<file path="src/rtl/uart_pkg.sv">
// Shared UART definitions: byte width and the transmit launch sequencer states.
package uart_pkg;

  localparam int unsigned UART_DATA_W = 8;

  typedef enum logic [1:0] {
    StIdle     = 2'd0,
    StLaunch   = 2'd1,
    StWaitBusy = 2'd2,
    StWaitDone = 2'd3
  } tx_state_e;

endpackage

</file>
<file path="src/rtl/sync_fifo.sv">
// Single-clock FIFO with registered full/empty/count; writes when full and reads when
// empty are ignored, so callers may strobe freely.
module sync_fifo #(
  parameter int unsigned DEPTH  = 16,
  parameter int unsigned DATA_W = 8
) (
  input  logic                     clk,
  input  logic                     rst,
  input  logic                     wr_en,
  input  logic [DATA_W-1:0]        wr_data,
  input  logic                     rd_en,
  output logic [DATA_W-1:0]        rd_data,
  output logic                     full,
  output logic                     empty,
  output logic [$clog2(DEPTH):0]   count
);

  localparam int unsigned PtrW = $clog2(DEPTH);
  localparam int unsigned CntW = PtrW + 1;

  logic [DATA_W-1:0] mem [DEPTH];

  logic [PtrW-1:0] wr_ptr_q, wr_ptr_d;
  logic [PtrW-1:0] rd_ptr_q, rd_ptr_d;
  logic [CntW-1:0] count_q, count_d;
  logic            full_q, full_d;
  logic            empty_q, empty_d;
  logic            wr_fire;
  logic            rd_fire;

  assign wr_fire = wr_en & ~full_q;
  assign rd_fire = rd_en & ~empty_q;

  // DEPTH is a power of two, so pointer wrap is plain binary overflow.
  always_comb begin
    wr_ptr_d = wr_ptr_q;
    rd_ptr_d = rd_ptr_q;
    count_d  = count_q;
    if (wr_fire) begin
      wr_ptr_d = wr_ptr_q + PtrW'(1);
    end
    if (rd_fire) begin
      rd_ptr_d = rd_ptr_q + PtrW'(1);
    end
    unique case ({wr_fire, rd_fire})
      2'b10:   count_d = count_q + CntW'(1);
      2'b01:   count_d = count_q - CntW'(1);
      default: count_d = count_q;
    endcase
    full_d  = (count_d == CntW'(DEPTH));
    empty_d = (count_d == '0);
  end

  always_ff @(posedge clk or posedge rst) begin
    if (rst) begin
      wr_ptr_q <= '0;
      rd_ptr_q <= '0;
      count_q  <= '0;
      full_q   <= 1'b0;
      empty_q  <= 1'b1;
    end else begin
      wr_ptr_q <= wr_ptr_d;
      rd_ptr_q <= rd_ptr_d;
      count_q  <= count_d;
      full_q   <= full_d;
      empty_q  <= empty_d;
    end
  end

  // Storage is not reset; a flush only needs the pointers and count cleared.
  always_ff @(posedge clk) begin
    if (wr_fire) begin
      mem[wr_ptr_q] <= wr_data;
    end
  end

  assign rd_data = mem[rd_ptr_q];
  assign full    = full_q;
  assign empty   = empty_q;
  assign count   = count_q;

endmodule

</file>
<file path="src/rtl/uart_tx_fifo.sv">
// Byte buffer in front of the UART transmitter: queues host bytes and launches them one
// at a time through the transmitter's start/busy handshake.
module uart_tx_fifo
  import uart_pkg::*;
#(
  parameter int unsigned DEPTH  = 16,
  parameter int unsigned DATA_W = UART_DATA_W
) (
  input  logic                     clk,
  input  logic                     rst,
  input  logic                     wr_en,
  input  logic [DATA_W-1:0]        wr_data,
  output logic                     full,
  output logic                     empty,
  output logic [$clog2(DEPTH):0]   count,
  output logic                     overflow,
  output logic                     tx_start,
  output logic [DATA_W-1:0]        tx_data,
  input  logic                     tx_busy,
  output logic                     idle
);

  tx_state_e         state_q;
  logic              pop;
  logic [DATA_W-1:0] head_data;

  sync_fifo #(
    .DEPTH  (DEPTH),
    .DATA_W (DATA_W)
  ) u_fifo (
    .clk     (clk),
    .rst     (rst),
    .wr_en   (wr_en),
    .wr_data (wr_data),
    .rd_en   (pop),
    .rd_data (head_data),
    .full    (full),
    .empty   (empty),
    .count   (count)
  );

  assign pop = (state_q == StIdle) & ~empty & ~tx_busy;

  // tx_start and tx_data are flops so nothing from the host side reaches the transmitter
  // combinationally; tx_data only changes on a pop, never while the transmitter is busy.
  always_ff @(posedge clk or posedge rst) begin
    if (rst) begin
      state_q  <= StIdle;
      tx_start <= 1'b0;
      tx_data  <= '0;
    end else begin
      tx_start <= 1'b0;
      unique case (state_q)
        StIdle: begin
          if (pop) begin
            tx_data  <= head_data;
            tx_start <= 1'b1;
            state_q  <= StLaunch;
          end
        end
        StLaunch: begin
          state_q <= StWaitBusy;
        end
        StWaitBusy: begin
          if (tx_busy) begin
            state_q <= StWaitDone;
          end
        end
        StWaitDone: begin
          if (!tx_busy) begin
            state_q <= StIdle;
          end
        end
        default: begin
          state_q <= StIdle;
        end
      endcase
    end
  end

  // A write against a full FIFO is dropped even if a pop frees a slot on the same edge.
  always_ff @(posedge clk or posedge rst) begin
    if (rst) begin
      overflow <= 1'b0;
    end else begin
      overflow <= wr_en & full;
    end
  end

  assign idle = empty & (state_q == StIdle) & ~tx_busy;

endmodule

</file>
<file path="config.mk">
export PLATFORM = sky130hd
export DESIGN_NAME = uart_tx_fifo
export DESIGN_NICKNAME = d
export VERILOG_FILES = /design/src/rtl/uart_pkg.sv /design/src/rtl/sync_fifo.sv /design/src/rtl/uart_tx_fifo.sv
export SDC_FILE = /design/constraint.sdc
export NUM_CORES = 1
export LEC_CHECK = 0
export ABC_AREA = 1
export CAP_MARGIN = 20
export CORE_AREA = 2 2 171 106
export DETAILED_ROUTE_END_ITERATION = 10
export DIE_AREA = 0 0 173 108
export PLACE_DENSITY = 0.66
export SLEW_MARGIN = 15
export SYNTH_ARGS = -nofsm -noshare
export SYNTH_HDL_FRONTEND = slang
export SYNTH_SLANG_ARGS = --single-unit
</file>
<file path="constraint.sdc">
create_clock -name clk -period 2.04 [get_ports clk]
set_input_delay 0.408 -clock clk [delete_from_list [all_inputs] [get_ports clk]]
set_output_delay 0.408 -clock clk [all_outputs]
set_load 0.1 [all_outputs]
</file>
==> metrics.csv, run 1 <==
metric,value,unit
synth.yosys.seq_area_share,70.28,%
dr_total_vias,4429,
initial_utilization,37.96,%
ordered_cell_list_for_the_critical_path,"clkinvlp_4, buf_6, nand2_4, inv_4, ha_4, inv_4, nand2_2, o21ai_2, or2_1, nor2_2, nand3_2, nor2_2",
synth.distinct_cells,32,
die_w,173,um
drt-total-wl,15.43,mm
grt-busiest-layer,met2,
crit_fanout,4,
drt.antenna.violating_nets,0,
synthesis.instances,525,
area_growth,25.33,%
clk_pin_slew,0.07,ns
hpwlAfterDp,10.02,mm
track_usage,17.02,%
p_leak,3.028,nW
rr_startpoint,u_fifo.empty,
grtUsageMet2,26.17,%
critical-path-max-stage-delay,0.64,ns
finalHoldViolCount,0,
setup.worst_path.class,flip-flop to flip-flop,
synthTopCellsByArea,"sky130_fd_sc_hd__edfxtp_1 (60%), sky130_fd_sc_hd__dfrtp_1 (10%), sky130_fd_sc_hd__o21ai_0 (5.5%), sky130_fd_sc_hd__nor2_1 (4.8%), sky130_fd_sc_hd__nand2_1 (3.6%)",
timing.hold.worst.class,input port to async pin,
cts_buffers,17,
power_density,1571,nW/um2
number_of_antenna_violations_at_the_first_check_in_global_routing,0,
cp-end-kind,flip-flop,
syn-num-nets,549,
synth_top_area_cell,sky130_fd_sc_hd__edfxtp_1,
rsz0062_at_grt,true,
critical_path.n_buffers_inverters,4,
report.final.setup_viol,0,
ios,30,
irDropWorstVdd,0.7438,mV
ratio_of_routed_vias_to_standard_cells,5.180,
final_max_slew_viol_count,0,
tritoncts_clock_tree,yes,
drc_errors,0,
required_time_at_the_endpoint_of_the_critical_path,2.38,ns
finalWorstPathRequiredPeriod,2.040,ns
met3_usage,3.692,%
grt-ovfl-total,0,
detail_route.first_pass.iterations,5,
globalRouteMet1Util,24.45,%
post_route_cells_drive_above_1_share,23.99,%
achievable-frequency,490.2,MHz
portBuffers,29,
grt_max_degree,46,
cts_root_buffer,sky130_fd_sc_hd__clkbuf_16,
worst_setup_path_startpoint,u_fifo.empty,
slew_headroom,53.86,%
first_global_vias,4269,
synth.ff_latch_count,155,
die-area,18680,um2
place.gp.congestion,0.8586,
coreArea,16940,um2
maxCapViolations,0,
arrival,2.38,ns
clkLatencyLatePin,0.41,ns
register_area,4528,um2
synth_largest_type_area_fraction,59.75,%
grt_first_pass_wirelength,24.06,mm
multi_input_comb_area,1797,um2
clock_sink_count,155,
vert_die_dim,108,um
num_antenna_cells,0,
detailedRoute.firstIterationViolations,564,
synth_warn,0,
outcome,finished clean,
worst_pin_slew,0.6899,ns
rows,37,
timing.critical_path.max_delay_family,simple AND/OR/NAND/NOR gates,
syn-cell-area,6432,um2
cts_max_path_buffers,2,
critical_path.slowest_cell,sky130_fd_sc_hd__dfstp_4,
post-route-period-util,100.0,%
nNetsFinal,632,
fin_worst_hold_slack,0.3635,ns
critPathLaunchType,flip-flop,
placedInstanceArea,7327,um2
cts_max_level,4,
fill_cells,1484,
routed_wire_length_per_instance,18.04,um
final_area,8061,um2
fin_skew,0.009037,ns
avgSynthCellArea,12.25,um2
## worst paths after layout
kind | depth (start not counted) | slack (ns) | end
min in group clk | 2 | 0.50 | tx_data[6]
max reg2reg | 12 | 0.00002 | u_fifo.full
min reg2reg | 2 | 0.50 | tx_data[6]
max in group asynchronous | 3 | 1.35 | u_fifo.empty
min | 3 | 0.36 | tx_data[4]
max | 12 | 0.00002 | u_fifo.full
## area by class of cell
class,instances,share of cell area [%]
Clock inverter,10,1.149
Clock buffer,22,5.758
Sequential cell,155,56.17
Tap cell,234,3.632
Multi-Input combinational cell,316,22.29
Inverter,29,1.459
Timing Repair Buffer,89,9.545
## kinds of logic after synthesis
group,synth area share [%]
AOI/OAI and AO/OA,10.31
xor gates and xnor gates,1.089
adders and majority gates,2.334
buffers and inverters,3.579
DFF,70.28
muxes,0.3112
and+or+nand+nor,12.10
## layout by cell type, fill, tap and decap left out, types with 3 or more instances in the layout
master	count
sky130_fd_sc_hd__inv_2	5
sky130_fd_sc_hd__nor2_1	81
sky130_fd_sc_hd__o22ai_1	11
sky130_fd_sc_hd__clkinv_2	3
sky130_fd_sc_hd__nand3_1	18
sky130_fd_sc_hd__buf_4	70
sky130_fd_sc_hd__dfrtp_1	23
sky130_fd_sc_hd__o221ai_1	18
sky130_fd_sc_hd__buf_12	5
sky130_fd_sc_hd__xor2_1	7
sky130_fd_sc_hd__edfxtp_1	128
sky130_fd_sc_hd__inv_1	20
sky130_fd_sc_hd__o21ai_0	70
sky130_fd_sc_hd__clkbuf_16	17
sky130_fd_sc_hd__nand2_2	8
sky130_fd_sc_hd__dfrtp_2	3
sky130_fd_sc_hd__nand2_1	59
sky130_fd_sc_hd__buf_6	3
sky130_fd_sc_hd__o21ai_1	5
sky130_fd_sc_hd__clkbuf_1	3
sky130_fd_sc_hd__clkinvlp_4	5
sky130_fd_sc_hd__nand3_2	4
sky130_fd_sc_hd__ha_4	4
sky130_fd_sc_hd__clkdlybuf4s50_1	11
sky130_fd_sc_hd__nor2_2	3
sky130_fd_sc_hd__ha_1	8
## worst min-delay path: cells and delay by family
family / cells / cell delay [ns]
buffers and inverters: 3 / 0.78
## registers in the layout, summed over array words and instances, names as in the netlist
| name | count |
|---|---|
| u_fifo.mem | 128 |
| tx_data | 8 |
| u_fifo.count | 5 |
| u_fifo.rd_ptr_q | 4 |
| u_fifo.wr_ptr_q | 4 |
| state_q | 2 |
| overflow | 1 |
| tx_start | 1 |
| u_fifo.empty | 1 |
| u_fifo.full | 1 |
## routing by layer
layer  routed length (um)  share of wire, %  up-vias
met3                  942               6.1       14
li1                     -                 -     2048
met4                  149              0.97        0
met2                 6934                45      163
met1                 7399                48     2204
met5                    0                 0        -
## report_power, final
part | internal (mW) | switching (mW) | leakage (nW) | total (mW)
sequential | 3.96 | 0.325 | 1.48 | 4.28
combinational | 1.75 | 3.64 | 1.28 | 5.40
clock | 1.74 | 1.24 | 0.263 | 2.98
total | 7.45 | 5.21 | 3.03 | 12.7
## stage by stage
| stage | setup TNS, ns | cells | util, % | total power [mW] | worst slack [ns] |
|---|---|---|---|---|---|
| finish | 0 | 855 | 47.58 | 12.66 | 0.00001599 |
| global route | -0.2139 | 855 | 47.58 | 13.32 | -0.08856 |
| CTS | -0.00005129 | 855 | 47.33 | 12.57 | -0.00003397 |
| detailed placement | -10.61 | 811 | 43.24 | 9.357 | -0.2911 |
| global placement | -5.884 | 811 | 43.24 | 9.199 | -0.2610 |
| floorplan | -0.7668 | 525 | - | 7.741 | -0.2520 |
## synthesized netlist by cell type
cell type / count
sky130_fd_sc_hd__edfxtp_1: 128
sky130_fd_sc_hd__nor2_1: 82
sky130_fd_sc_hd__o21ai_0: 71
sky130_fd_sc_hd__nand2_1: 62
sky130_fd_sc_hd__dfrtp_1: 26
sky130_fd_sc_hd__inv_1: 25
sky130_fd_sc_hd__nand3_1: 19
sky130_fd_sc_hd__o221ai_1: 18
sky130_fd_sc_hd__buf_2: 13
sky130_fd_sc_hd__ha_1: 12
sky130_fd_sc_hd__o22ai_1: 11
sky130_fd_sc_hd__clkbuf_1: 9
sky130_fd_sc_hd__xor2_1: 7
sky130_fd_sc_hd__nand2_2: 6
sky130_fd_sc_hd__o21ai_1: 5
sky130_fd_sc_hd__nand3_2: 4
sky130_fd_sc_hd__a21oi_1: 3
sky130_fd_sc_hd__buf_4: 3
sky130_fd_sc_hd__inv_2: 3
sky130_fd_sc_hd__mux2i_1: 2
sky130_fd_sc_hd__nand4_1: 2
sky130_fd_sc_hd__nor2_2: 2
sky130_fd_sc_hd__nor3_1: 2
sky130_fd_sc_hd__o2111ai_1: 2
sky130_fd_sc_hd__a221oi_2: 1
sky130_fd_sc_hd__a31o_2: 1
sky130_fd_sc_hd__clkinv_1: 1
sky130_fd_sc_hd__dfstp_2: 1
sky130_fd_sc_hd__nand4_2: 1
sky130_fd_sc_hd__nor2_4: 1
sky130_fd_sc_hd__or2_1: 1
sky130_fd_sc_hd__xnor2_1: 1
## what timing repair did
action | CTS | global route
hold buffers | 0 | 0
setup buffers | 12 | 0
resized for setup | 11 | 9
pin swaps | 9 | 10
setup endpoints to repair | 4 | 4
No activity file was read; power rests on OpenSTA's default activity.
==> run 2, diff against run 1 <==
- CORE_AREA: 2 2 171 106 -> 2 2 144 90
- DIE_AREA: 0 0 173 108 -> 0 0 146 92
- PLACE_DENSITY: 0.66 -> 0.85
==> run 2 against run 1 <==
Effect of this change: the flow now finishes with violations (setup timing); worst setup slack lost 0.18 ns; die area is 28% lower; non-clock buffer count shrank 2; sequential share of layout area decreased by 0.25 points; largest cell class unchanged; final cell count decreased by 7.7%; critical path depth up 5; maximum frequency fell by 7.9%; flip-flop and latch count unchanged; clock power increased by 12%; via count up 7.2%.
==> metrics.csv, run 2 (synthesized netlist as in run 1, its figures left out) <==
metric,value,unit,change
rows,32,,was 37
finalWorstPathRequiredPeriod,2.215,ns,was 2.040 ns
dr_total_vias,4749,,was 4429
rsz0062_at_grt,true,,unchanged
drc_errors,0,,unchanged
switching_component_of_the_power,5.435,mW,was 5.209 mW
worst_pin_slew,0.6315,ns,was 0.6899 ns
detailedRoute.firstIterationViolations,549,,was 564
internal_power,7.824,mW,was 7.454 mW
num_antenna_cells,0,,unchanged
violations,setup timing,,
coreArea,12330,um2,was 16940 um2
arrival,2.58,ns,was 2.38 ns
layout.cells.most_common_list,"sky130_fd_sc_hd__edfxtp_1 (128), sky130_fd_sc_hd__nor2_1 (81), sky130_fd_sc_hd__buf_4 (70)",,"was sky130_fd_sc_hd__edfxtp_1 (128), sky130_fd_sc_hd__nor2_1 (81), sky130_fd_sc_hd__o21ai_0 (70), sky130_fd_sc_hd__buf_4 (70), sky130_fd_sc_hd__nand2_1 (59)"
final_max_slew_viol_count,0,,unchanged
fin_worst_hold_slack,0.3692,ns,was 0.3635 ns
first_global_vias,4573,,was 4269
critical-path-top-cell-by-count,sky130_fd_sc_hd__nand2_2,,
initial_utilization,52.16,%,was 37.96%
r2r-end,u_fifo.empty,,was u_fifo.full
crit_fanout,3,,was 4
timing.hold.worst.class,input port to async pin,,unchanged
grt_max_degree,49,,was 46
clkLatencyLatePin,0.43,ns,was 0.41 ns
drt-total-wl,16.29,mm,was 15.43 mm
combPwrFrac,42.0,%,was 42.6%
post_route_cells_drive_above_1_share,24.88,%,was 23.99%
setup.worst_path.class,flip-flop to flip-flop,,unchanged
fin_skew,0.01852,ns,was 0.009037 ns
critical_path.slowest_cell,sky130_fd_sc_hd__dfrtp_1,,was sky130_fd_sc_hd__dfstp_4
slew_headroom,57.64,%,was 53.86%
setup_total_negative_slack,-0.5802,ns,was 0 ns
grt_first_pass_wirelength,24.22,mm,was 24.06 mm
power_switching_share,40.99,%,was 41.14%
place.detailed.instances,745,,was 811
die-area,13430,um2,was 18680 um2
place.gp.congestion,0.9056,,was 0.8586
cts_buffers,17,,unchanged
irDropWorstVdd,0.6206,mV,was 0.7438 mV
p_seq_share,32.8,%,was 33.8%
portBuffers,29,,unchanged
clockPowerShare,25.3,%,was 23.6%
layout_setup_ws,-0.1751,ns,was 0.00001599 ns
finalHoldViolCount,0,,unchanged
required_time_at_the_endpoint_of_the_critical_path,2.41,ns,was 2.38 ns
achievable-frequency,451.5,MHz,was 490.2 MHz
p_leak,3.085,nW,was 3.028 nW
vert_die_dim,92,um,was 108 um
die_w,146,um,was 173 um
p_total,13.26,mW,was 12.66 mW
worst_r2r_path_depth,17,,was 12
area_growth,25.89,%,was 25.33%
critPathLaunchType,flip-flop,,unchanged
cp-end-kind,flip-flop,,unchanged
largest_register_ff_count,128,,unchanged
maxCapViolations,0,,unchanged
rr_startpoint,state_q[1],,was u_fifo.empty
fin_cells,789,,was 855
drt.antenna.violating_nets,0,,unchanged
cts_max_level,4,,unchanged
cts_max_path_buffers,2,,unchanged
ios,30,,unchanged
tritoncts_clock_tree,yes,,unchanged
clock_sink_count,155,,unchanged
routed_wire_length_per_instance,20.64,um,was 18.04 um
track_usage,24.01,%,was 17.02%
ratio_of_routed_vias_to_standard_cells,6.019,,was 5.180
post-route-period-util,108.6,%,was 100.0%
detail_route.first_pass.iterations,9,,was 5
cts_root_buffer,sky130_fd_sc_hd__clkbuf_16,,unchanged
clk_pin_slew,0.06,ns,was 0.07 ns
power_density,1637,nW/um2,was 1571 nW/um2
fill_cells,835,,was 1484
critical-path-max-stage-delay,0.40,ns,was 0.64 ns
layout.cells.most_common,sky130_fd_sc_hd__edfxtp_1,,unchanged
number_of_antenna_violations_at_the_first_check_in_global_routing,0,,unchanged
outcome,finished with violations,,was finished clean
report.final.setup_viol,5,,was 0
grt-ovfl-total,0,,unchanged
timing.reg2reg.setup_slack,-0.18,ns,was 0.00002 ns
nNetsFinal,630,,was 632
regMostFlops,u_fifo.mem,,unchanged
ordered_cell_list_for_the_critical_path,"inv_2, ha_4, inv_4, nor2_4, nand3_4, nand2_2, nand2_2, ha_4, a21oi_4, inv_2, nand3_2, nand2_1, nand2_1, nand2_2, nand2_2, nand2_2, nor2_2",,"was clkinvlp_4, buf_6, nand2_4, inv_4, ha_4, inv_4, nand2_2, o21ai_2, or2_1, nor2_2, nand3_2, nor2_2"
hpwlAfterDp,9.476,mm,was 10.02 mm
[run 2: worst max-delay path, delay by kind of cell (launching register included)]
family | cells | cell delay [ns]
buf+inv | 3 | 0.21
compound gates | 1 | 0.14
fa+ha+maj | 2 | 0.32
simple gates | 11 | 1.08
flops | 1 | 0.40
[run 2: how the worst max path moves through the flow]
stage	slack (ns)	to	startpoint
global route	-0.30	u_fifo.full	state_q[1]
CTS	-0.05	idle	u_fifo.empty
detailed placement	-0.40	u_fifo.full	tx_busy
finish	-0.18	u_fifo.empty	state_q[1]
global placement	-0.27	u_fifo.full	tx_busy
floorplan	-0.25	u_fifo.full	u_fifo.empty
[run 2: area by class of cell]
cell class                 instances  area (um2)  share of cell area, %
inverter                          29       120.1                  1.483
sequential                       155        4528                  55.92
tap                              170       212.7                  2.627
multi-input combinational        316        1836                  22.67
clock inverter                     5       33.78                 0.4172
timing repair buffer              87       747.0                  9.224
clock buffer                      27       620.6                  7.664
[run 2: power groups by stage]
stage	logic, mW	clock network (mW)	registers (mW)
after global routing	5.94	3.50	4.38
final	5.56	3.35	4.35
after detailed placement	4.94	0	4.36
after floorplan	2.52	0	5.22
after CTS	5.15	3.34	4.32
after global placement	4.71	0	4.33
[run 2: routing by layer]
metal / vias to the layer above / global-route usage (%) / wire length [um]
li1: 2037 / - / -
met1: 2277 / 32.20 / 6214
met2: 372 / 38.17 / 7763
met3: 63 / 5.473 / 1682
met4: 0 / 10.44 / 624
met5: - / 0 / 0
[run 2: repair_timing]
action	4_1_cts	5_1_grt
gates resized for setup	9	20
pin swaps	9	10
endpoints found under the setup margin	4	5
hold buffers	0	0
buffers inserted	7	5
[run 2: through the flow]
step	instance area (um2)	worst slack, ns	utilization [%]
2_1_floorplan	6492	-0.2520	-
3_3_place_gp	7219	-0.2689	58.54
3_5_place_dp	7219	-0.3971	58.54
4_1_cts	7978	-0.04815	64.69
5_1_grt	8098	-0.2995	65.67
6_report	8098	-0.1751	65.67
